$ cat src/rtl/spi_cmd_ctrl_pkg.sv
// spi_cmd_pkg: opcodes, FSM states and frame-length decode shared by the SPI command controller.
package spi_cmd_pkg;

    localparam int ADDR_WIDTH_DEFAULT = 17;

    typedef enum logic [2:0] {
        OP_READ_AT    = 3'b000,
        OP_READ_NEXT  = 3'b001,
        OP_WRITE_AT   = 3'b100,
        OP_WRITE_NEXT = 3'b101
    } op_e;

    typedef enum logic [2:0] {
        S_IDLE,
        S_COLLECT,
        S_REQ,
        S_DONE,
        S_DISCARD
    } state_e;

    // Bytes per frame including the command byte; 0 marks an invalid opcode.
    function automatic logic [2:0] frame_len(input logic [2:0] op);
        return op == OP_READ_AT    ? 3'd3 :
               op == OP_READ_NEXT  ? 3'd1 :
               op == OP_WRITE_AT   ? 3'd4 :
               op == OP_WRITE_NEXT ? 3'd2 : 3'd0;
    endfunction

endpackage

$ cat src/rtl/spi_cmd_ctrl_if.sv
// spi_cmd_ctrl_if: SPI byte stream and single-request bus handshake seen by the command controller.
interface spi_cmd_ctrl_if
    import spi_cmd_pkg::*;
#(
    parameter int ADDR_WIDTH = ADDR_WIDTH_DEFAULT
);
    logic                  cs_n;
    logic                  rx_valid;
    logic [7:0]            rx_byte;
    logic [7:0]            tx_byte;
    logic                  bus_req;
    logic                  bus_we;
    logic [ADDR_WIDTH-1:0] bus_addr;
    logic [7:0]            bus_wr_data;
    logic                  bus_ack;
    logic [7:0]            bus_rd_data;
    logic                  busy;
    logic                  cmd_err;

    modport master (
        input  cs_n, rx_valid, rx_byte, bus_ack, bus_rd_data,
        output tx_byte, bus_req, bus_we, bus_addr, bus_wr_data, busy, cmd_err
    );

    modport slave (
        output cs_n, rx_valid, rx_byte, bus_ack, bus_rd_data,
        input  tx_byte, bus_req, bus_we, bus_addr, bus_wr_data, busy, cmd_err
    );
endinterface

$ cat src/rtl/spi_cmd_ctrl.sv
// spi_cmd_ctrl: decodes SPI command frames into single bus read/write requests with a persistent address.
// Define SPI_CMD_TIMEOUT_EN to abandon a request after TIMEOUT_CYCLES without bus_ack.
module spi_cmd_ctrl
    import spi_cmd_pkg::*;
#(
    parameter int ADDR_WIDTH = ADDR_WIDTH_DEFAULT
`ifdef SPI_CMD_TIMEOUT_EN
    , parameter int TIMEOUT_CYCLES = 255
`endif
) (
    input logic            sys_clk,
    input logic            reset,
    spi_cmd_ctrl_if.master bus
);

    state_e                state_q, state_d;
    logic [2:0]            op_q, op_d;
    logic                  a16_q, a16_d;
    logic [1:0]            idx_q, idx_d;
    logic [1:0]            last_q, last_d;
    logic [7:0]            b1_q, b1_d;
    logic [7:0]            b2_q, b2_d;
    logic [ADDR_WIDTH-1:0] addr_q, addr_d;
    logic                  we_q, we_d;
    logic [7:0]            wd_q, wd_d;
    logic [7:0]            tx_q, tx_d;
    logic                  err_q, err_d;
    logic [2:0]            len;
    logic [16:0]           at_addr;
    logic                  issue;

    assign len = frame_len(bus.rx_byte[7:5]);

`ifdef SPI_CMD_TIMEOUT_EN
    localparam int CNT_W = $clog2(TIMEOUT_CYCLES + 1);
    logic [CNT_W-1:0] cnt_q;

    always_ff @(posedge sys_clk) begin
        if (reset || state_q != S_REQ) cnt_q <= '0;
        else cnt_q <= cnt_q + 1'b1;
    end
`endif

    always_comb begin
        state_d = state_q;
        op_d    = op_q;
        a16_d   = a16_q;
        idx_d   = idx_q;
        last_d  = last_q;
        b1_d    = b1_q;
        b2_d    = b2_q;
        addr_d  = addr_q;
        we_d    = we_q;
        wd_d    = wd_q;
        tx_d    = tx_q;
        err_d   = err_q;
        issue   = 1'b0;
        case (state_q)
            S_IDLE: begin
                if (bus.rx_valid && !bus.cs_n) begin
                    op_d    = bus.rx_byte[7:5];
                    a16_d   = bus.rx_byte[0];
                    idx_d   = 2'd1;
                    last_d  = len[1:0] - 2'd1;
                    err_d   = err_q | (len == 3'd0);
                    issue   = len == 3'd1;
                    state_d = len == 3'd0 ? S_DISCARD : S_COLLECT;
                end
            end
            S_COLLECT: begin
                if (bus.cs_n) state_d = S_IDLE;
                else if (bus.rx_valid) begin
                    b1_d  = idx_q == 2'd1 ? bus.rx_byte : b1_q;
                    b2_d  = idx_q == 2'd2 ? bus.rx_byte : b2_q;
                    idx_d = idx_q + 2'd1;
                    issue = idx_q == last_q;
                end
            end
            S_REQ: begin
                err_d = err_q | bus.rx_valid;
                if (bus.bus_ack) begin
                    tx_d    = we_q ? tx_q : bus.bus_rd_data;
                    state_d = bus.cs_n ? S_IDLE : S_DONE;
                end
`ifdef SPI_CMD_TIMEOUT_EN
                else if (cnt_q == CNT_W'(TIMEOUT_CYCLES - 1)) begin
                    err_d   = 1'b1;
                    state_d = bus.cs_n ? S_IDLE : S_DONE;
                end
`endif
            end
            S_DONE, S_DISCARD: state_d = bus.cs_n ? S_IDLE : state_q;
            default: state_d = S_IDLE;
        endcase
        // The strobe completing a frame always carries addr_lo (AT ops) or the write data (WRITE_NEXT).
        at_addr = {a16_q, op_d == OP_WRITE_AT ? b2_q : b1_q, bus.rx_byte};
        if (issue) begin
            state_d = S_REQ;
            we_d    = op_d[2];
            wd_d    = !op_d[2] ? wd_q : op_d == OP_WRITE_NEXT ? bus.rx_byte : b1_q;
            addr_d  = op_d[0] ? addr_q + ADDR_WIDTH'(1) : ADDR_WIDTH'(at_addr);
        end
    end

    always_ff @(posedge sys_clk) begin
        if (reset) begin
            state_q <= S_IDLE;
            op_q    <= '0;
            a16_q   <= 1'b0;
            idx_q   <= '0;
            last_q  <= '0;
            b1_q    <= '0;
            b2_q    <= '0;
            addr_q  <= '0;
            we_q    <= 1'b0;
            wd_q    <= '0;
            tx_q    <= '0;
            err_q   <= 1'b0;
        end else begin
            state_q <= state_d;
            op_q    <= op_d;
            a16_q   <= a16_d;
            idx_q   <= idx_d;
            last_q  <= last_d;
            b1_q    <= b1_d;
            b2_q    <= b2_d;
            addr_q  <= addr_d;
            we_q    <= we_d;
            wd_q    <= wd_d;
            tx_q    <= tx_d;
            err_q   <= err_d;
        end
    end

    assign bus.bus_req     = state_q == S_REQ;
    assign bus.busy        = state_q == S_REQ;
    assign bus.bus_we      = we_q;
    assign bus.bus_addr    = addr_q;
    assign bus.bus_wr_data = wd_q;
    assign bus.tx_byte     = tx_q;
    assign bus.cmd_err     = err_q;

endmodule

$ cat src/flat_wrapper.sv
// flat-port wrapper written by rule: the top's interface ports become plain ports
module spi_cmd_ctrl_flat import spi_cmd_pkg::*;
#(
    parameter int ADDR_WIDTH = ADDR_WIDTH_DEFAULT

)
  (sys_clk, reset, bus_cs_n, bus_rx_valid, bus_rx_byte, bus_bus_ack, bus_bus_rd_data, bus_tx_byte, bus_bus_req, bus_bus_we, bus_bus_addr, bus_bus_wr_data, bus_busy, bus_cmd_err);
  spi_cmd_ctrl_if #(.ADDR_WIDTH(ADDR_WIDTH)) bus_i ();
  input logic sys_clk;
  input logic reset;
  input wire logic [$bits(bus_i.cs_n)-1:0] bus_cs_n;
  input wire logic [$bits(bus_i.rx_valid)-1:0] bus_rx_valid;
  input wire logic [$bits(bus_i.rx_byte)-1:0] bus_rx_byte;
  input wire logic [$bits(bus_i.bus_ack)-1:0] bus_bus_ack;
  input wire logic [$bits(bus_i.bus_rd_data)-1:0] bus_bus_rd_data;
  output wire logic [$bits(bus_i.tx_byte)-1:0] bus_tx_byte;
  output wire logic [$bits(bus_i.bus_req)-1:0] bus_bus_req;
  output wire logic [$bits(bus_i.bus_we)-1:0] bus_bus_we;
  output wire logic [$bits(bus_i.bus_addr)-1:0] bus_bus_addr;
  output wire logic [$bits(bus_i.bus_wr_data)-1:0] bus_bus_wr_data;
  output wire logic [$bits(bus_i.busy)-1:0] bus_busy;
  output wire logic [$bits(bus_i.cmd_err)-1:0] bus_cmd_err;
  assign bus_i.cs_n = bus_cs_n;
  assign bus_i.rx_valid = bus_rx_valid;
  assign bus_i.rx_byte = bus_rx_byte;
  assign bus_i.bus_ack = bus_bus_ack;
  assign bus_i.bus_rd_data = bus_bus_rd_data;
  assign bus_tx_byte = bus_i.tx_byte;
  assign bus_bus_req = bus_i.bus_req;
  assign bus_bus_we = bus_i.bus_we;
  assign bus_bus_addr = bus_i.bus_addr;
  assign bus_bus_wr_data = bus_i.bus_wr_data;
  assign bus_busy = bus_i.busy;
  assign bus_cmd_err = bus_i.cmd_err;
  spi_cmd_ctrl #(.ADDR_WIDTH(ADDR_WIDTH)) u_core (.sys_clk(sys_clk), .reset(reset), .bus(bus_i));
endmodule
$ cat config.mk
export PLATFORM = sky130hd
export DESIGN_NAME = spi_cmd_ctrl_flat
export DESIGN_NICKNAME = d
export VERILOG_FILES = /design/src/rtl/spi_cmd_ctrl_pkg.sv /design/src/rtl/spi_cmd_ctrl_if.sv /design/src/rtl/spi_cmd_ctrl.sv /design/src/flat_wrapper.sv
export SDC_FILE = /design/constraint.sdc
export NUM_CORES = 1
export LEC_CHECK = 0
export ABC_AREA = 0
export CELL_PAD_IN_SITES_DETAIL_PLACEMENT = 1
export CELL_PAD_IN_SITES_GLOBAL_PLACEMENT = 2
export CORE_MARGIN = 2
export CORE_UTILIZATION = 33
export CTS_CLUSTER_SIZE = 25
export DETAILED_ROUTE_END_ITERATION = 10
export GPL_ROUTABILITY_DRIVEN = 0
export GPL_TIMING_DRIVEN = 1
export PLACE_DENSITY_LB_ADDON = 0.08
export SYNTH_ARGS = -nofsm -noshare
export SYNTH_HDL_FRONTEND = slang
export SYNTH_SLANG_ARGS = --single-unit
export TNS_END_PERCENT = 100
$ cat constraint.sdc
create_clock -name sys_clk -period 3.59 [get_ports sys_clk]
set_input_delay 0.5385 -clock sys_clk [delete_from_list [all_inputs] [get_ports sys_clk]]
set_output_delay 0.5385 -clock sys_clk [all_outputs]
set_load 0.01 [all_outputs]
======== Word level (Yosys, flattened, before mapping) ========
Index checks and enable logic that the tools add are counted.
word-level totals
  register bits ........................... 62
  bits of input ports ..................... 21
  output and inout bits ................... 37
  word-level logic and storage cells ...... 85
operators by class
  add/sub/neg operators ................... 3
  equality and inequality tests ........... 21
  multiplexer cells ....................... 26
  bitwise logic cells ..................... 4
  reductions and logical operators ........ 18
operators by type and width
  cell                   count
  $mux 3                 9
  $add 17x1->17 const B  1
  $mux 17                1
  $mux 8                 2
  $eq 3x3->1 const B     5
  $mux 2                 6
  $reduce_and 4->1       3
  $eq 3x1->1 const B     3
  $logic_not 3->1        3
  $pmux 3 s3             1
  $reduce_and 3->1       3
  $eq 3x2->1 const B     2
  $ne 2x2->1 const B     3
  $ne 3x1->1 const B     2
  $reduce_and 2->1       3
  $mux 1                 4
  $ne 2x1->1 const B     2
  $pmux 1 s2             2
  $pmux 2 s2             1
  $reduce_bool 2->1      2
  $ne 3x2->1 const B     1
  $reduce_or 3->1        1
  $add 2x1->2 const B    1
  $eq 2x1->1 const B     1
  8 further kinds        10

======== Logic depth before layout (Yosys ltp) ========
  word-level depth ........................ 10
  gate-level depth with buffers ........... 8

======== Worst setup path before layout ========
Ideal clock, no wire load.
  kind .................................... input to register
  start point ............................. input bus_cs_n
  end point ............................... register u_core.addr_q[15] (netlist: u_core.bus.bus_addr[15])
  library setup time ...................... 0.134 ns
  arrival ................................. 1.926 ns
  required time ........................... 3.456 ns
  slack ................................... 1.530 ns
  cell stages on the path ................. 6
  cell sequence ........................... or3b_1 buf_6 nor4b_4 nor2_2 a2111oi_0 nor4_1
between the ends
  word-level cells in the longest chain between the ends .. 7
ends and longest elaborated chain
  what                  line                 text
  from (decl)           flat_wrapper.sv:11   input wire logic [$bits(bus_i.cs_n)-1:0] bus_cs_n;
  $logic_not 1->1       spi_cmd_ctrl.sv:60   if (bus.rx_valid && !bus.cs_n) begin
  $logic_and 1x1->1     spi_cmd_ctrl.sv:60
  $mux 3                spi_cmd_ctrl.sv:60
  $mux 3                spi_cmd_ctrl.sv:58   case (state_q)
  $eq 3x3->1            spi_cmd_ctrl.sv:96   at_addr = {a16_q, op_d == OP_WRITE_AT ? b2_q : b1_q, bus.rx_byte};
  $mux 8                spi_cmd_ctrl.sv:96
  $mux 17               spi_cmd_ctrl.sv:101  addr_d = op_d[0] ? addr_q + ADDR_WIDTH'(1) : ADDR_WIDTH'(at_addr);
  to (signal assigned)  spi_cmd_ctrl.sv:127  addr_q <= addr_d;
  to (decl)             spi_cmd_ctrl.sv:23   logic [ADDR_WIDTH-1:0] addr_q, addr_d;
Several ways; a longest one is shown, not always the timed one.
A chain may end at the register's enable or synchronous reset.

======== Worst setup path after layout ========
  start point ............................. input bus_rx_valid
  end point ............................... register u_core.addr_q[9] (netlist: u_core.bus.bus_addr[9])
between the ends
  word-level cells in the longest chain between the ends .. 6
ends and longest elaborated chain
  what               line                 text
  from (decl)        flat_wrapper.sv:12   input wire logic [$bits(bus_i.rx_valid)-1:0] bus_rx_valid;
  $logic_and 1x1->1  spi_cmd_ctrl.sv:60
  $mux 3             spi_cmd_ctrl.sv:60
  $mux 3             spi_cmd_ctrl.sv:58
  $eq 3x3->1         spi_cmd_ctrl.sv:96
  $mux 8             spi_cmd_ctrl.sv:96
  $mux 17            spi_cmd_ctrl.sv:101
Several ways; a longest one is shown, not always the timed one.

==> impl_metrics.ini <==
[sta]
maxSlewViolCount = 0
fin_hold_ws_ns = 0.4564
min_period_ns = 2.718
fmaxAchievable_ghz = 0.3679
fin_crit_sh_pct = 75.72
finalHoldViolCount = 0
worst_pin_slew_ns = 0.7402
finClkSkew_ns = 0.009830
tns_ns = 0
slew_headroom_pct = 50.65
setup-violations-final = 0
rsz0062_at_grt = false

[final_layout]
diodes = 0
synthToLayoutAreaGrowth_pct = 28.02
nets = 444
final_layout_size_suffix_gt1_share_pct = 10.35

[route]
ant_nets = 0
drtIter0Drc = 93
vias_per_cell = 5.507
firstDrtPassIters = 4
drc_errors = 0
vias = 2952
wl_per_cell_um = 17.98
routed_wl_mm = 9.637

[pwr]
p_sw_uw = 406.5
ir_worst_vdd_mv = 0.2047
power_frac_seq_pct = 45.5
p_comb_share_pct = 10.0
switching_share_pct = 25.97
p_leak_uw = 0.001372
clock_power_share_pct = 44.6
p_per_area_nw_per_um2 = 391.7
p_int_uw = 1159

[die]
die_area_um2 = 10250
core_um2 = 9196
io_pins = 58
start_util_pct = 33.95
fp.dieW_um = 101.3
rows = 35
die_y_um = 101.3

[logic_synthesis]
synth_area_um2 = 3122
yosys_warnings = 0
syn_inst = 368
synth-seq-area-share_pct = 39.76
ys_seq_elements = 62
netlist_top_cells_count = 62 x dfxtp_1, 40 x a21oi_1, 37 x nand2_1
synth_nets = 392
synth_top_cell_area_share_pct = 39.76
synth_area_leaders = dfxtp_1 40%, mux2i_1 6.7%, a21oi_1 6.4%
ys_types = 52
synth.most_common_cell = dfxtp_1
syn_avg_cell_area_um2 = 8.483
synthFlopType = dfxtp_1
synth_edf_count = 0
synthArstFlopShare_pct = 0
synth_top_cell_by_area = dfxtp_1

[worst_setup_path]
crit_fanout = 18
worstSetupPathType = input port to flop
cp.required_ns = 3.79
cp.arrival_ns = 2.92
startpoint_type = input port
r2r_slack_ns = 1.18
cp-end-kind = flop
worst_r2r_path_depth = 5

[run_status]
status = complete, no violations

[cts]
cts_hold_buf = 0
htree_levels = 3
clk-insertion-delay-late_ns = 0.35
cts_made_buffers = 9
cts_tree = built
cts.sink_count = 62
cts_root_buf = clkbuf_8
path_clk_slew_ns = 0.08
clockBufferDepth = 2
post_cts_buffers = 0
cts_resized = 0

[grt]
grt_pass1_vias = 2853
antenna_found_initial = 0
grt-ovfl-total = 0
grt_max_degree = 38
grt_pass1_wl_mm = 15.32
grtUsageTotal_pct = 19.11

[min_path]
whs_path_depth = 2
worst_hold_path_type = flop to flop

[placement]
hpwl_mm = 6.887
port_buffers = 57

[run]
maxCapViolCount = 0
-- logic make-up (layout without fill, tap and decap cells) --
logic type,after synthesis,after routing,synth area share (%)
and+or+nand+nor,137,137,22.81
AOI/OAI and AO/OA,110,110,24.01
DFF,62,62,39.76
buffers and inverters,33,90,4.930
muxes,21,21,6.733
adders and majority gates,3,3,1.203
xor gates and xnor gates,2,2,0.5612
-- cells in the final DEF, fill, tap and decap left out, types with 9 or more instances in the layout --
master,synthesis,routed
o21ai_0,16,16
nand3_1,27,27
mux2i_1,21,21
nor2_1,28,28
clkbuf_8,0,9
clkdlybuf4s50_1,0,56
a21oi_1,40,40
buf_4,1,10
nand2_1,37,37
dfxtp_1,62,62
-- sequential cells by signal, summed over array words and instances (netlist names) --
| register | cells |
|---|---|
| u_core.bus.bus_addr | 17 |
| u_core.b1_q | 8 |
| u_core.b2_q | 8 |
| u_core.bus.bus_wr_data | 8 |
| u_core.bus.tx_byte | 8 |
| u_core.op_q | 3 |
| u_core.state_q | 3 |
| u_core.idx_q | 2 |
| u_core.last_q | 2 |
| u_core.a16_q | 1 |
| u_core.bus.bus_we | 1 |
| u_core.bus.cmd_err | 1 |
-- power groups by stage --
stage	clock network [uW]	registers [uW]	logic (uW)
floorplan	0	726	89.3
CTS	715	711	158
detailed placement	0	727	156
global route	748	713	169
global placement	0	727	155
finish	698	711	156
-- final cells by class --
type                            instances  area (um2)
Clock buffer                            9       123.9
Sequential cell                        62        1241
Inverter                                7       26.28
Timing Repair Buffer                   67       640.6
Clock inverter                          7       98.84
Fill cell                            1083        5200
Multi-Input combinational cell        273        1727
Tap cell                              111       138.9
-- stage by stage --
stage | instance area (um2) | power (uW) | instances | utilization (%) | setup slack (ns)
2_1_floorplan | 3122 | 815.7 | 368 | - | 1.530
3_3_place_gp | 3774 | 882.5 | 520 | 41.03 | 0.5881
3_5_place_dp | 3774 | 883.7 | 520 | 41.03 | 0.5056
4_1_cts | 3996 | 1584 | 536 | 43.46 | 0.8391
5_1_grt | 3996 | 1631 | 536 | 43.46 | 0.5929
6_report | 3996 | 1565 | 536 | 43.46 | 0.8717
-- critical path, stage by stage --
cell             delay, ns
clkdlybuf4s50_1       0.56
nor4b_2               0.43
nand4_1               0.22
and2_1                0.42
or4_1                 0.59
nor4bb_1              0.15
-- final timing paths --
check | start | end
max | bus_rx_valid | u_core.bus.bus_addr[9]$_SDFFE_PP0P_
min | u_core.b2_q[7]$_SDFFE_PP0P_ | u_core.b2_q[7]$_SDFFE_PP0P_
max reg2reg | u_core.state_q[1]$_SDFFE_PP0P_ | u_core.bus.bus_addr[9]$_SDFFE_PP0P_
min reg2reg | u_core.b2_q[7]$_SDFFE_PP0P_ | u_core.b2_q[7]$_SDFFE_PP0P_
-- per-layer routing --
layer  global-route usage, %  part of all wire, %  vias up
met5                       0                    0        -
met2                   29.95                   45       52
met4                   5.613                 0.99        0
met1                   26.55                   51     1427
met3                   3.934                  3.5       12
li1                        -                    -     1461
Note: power is estimated with default switching activity, not from simulation.
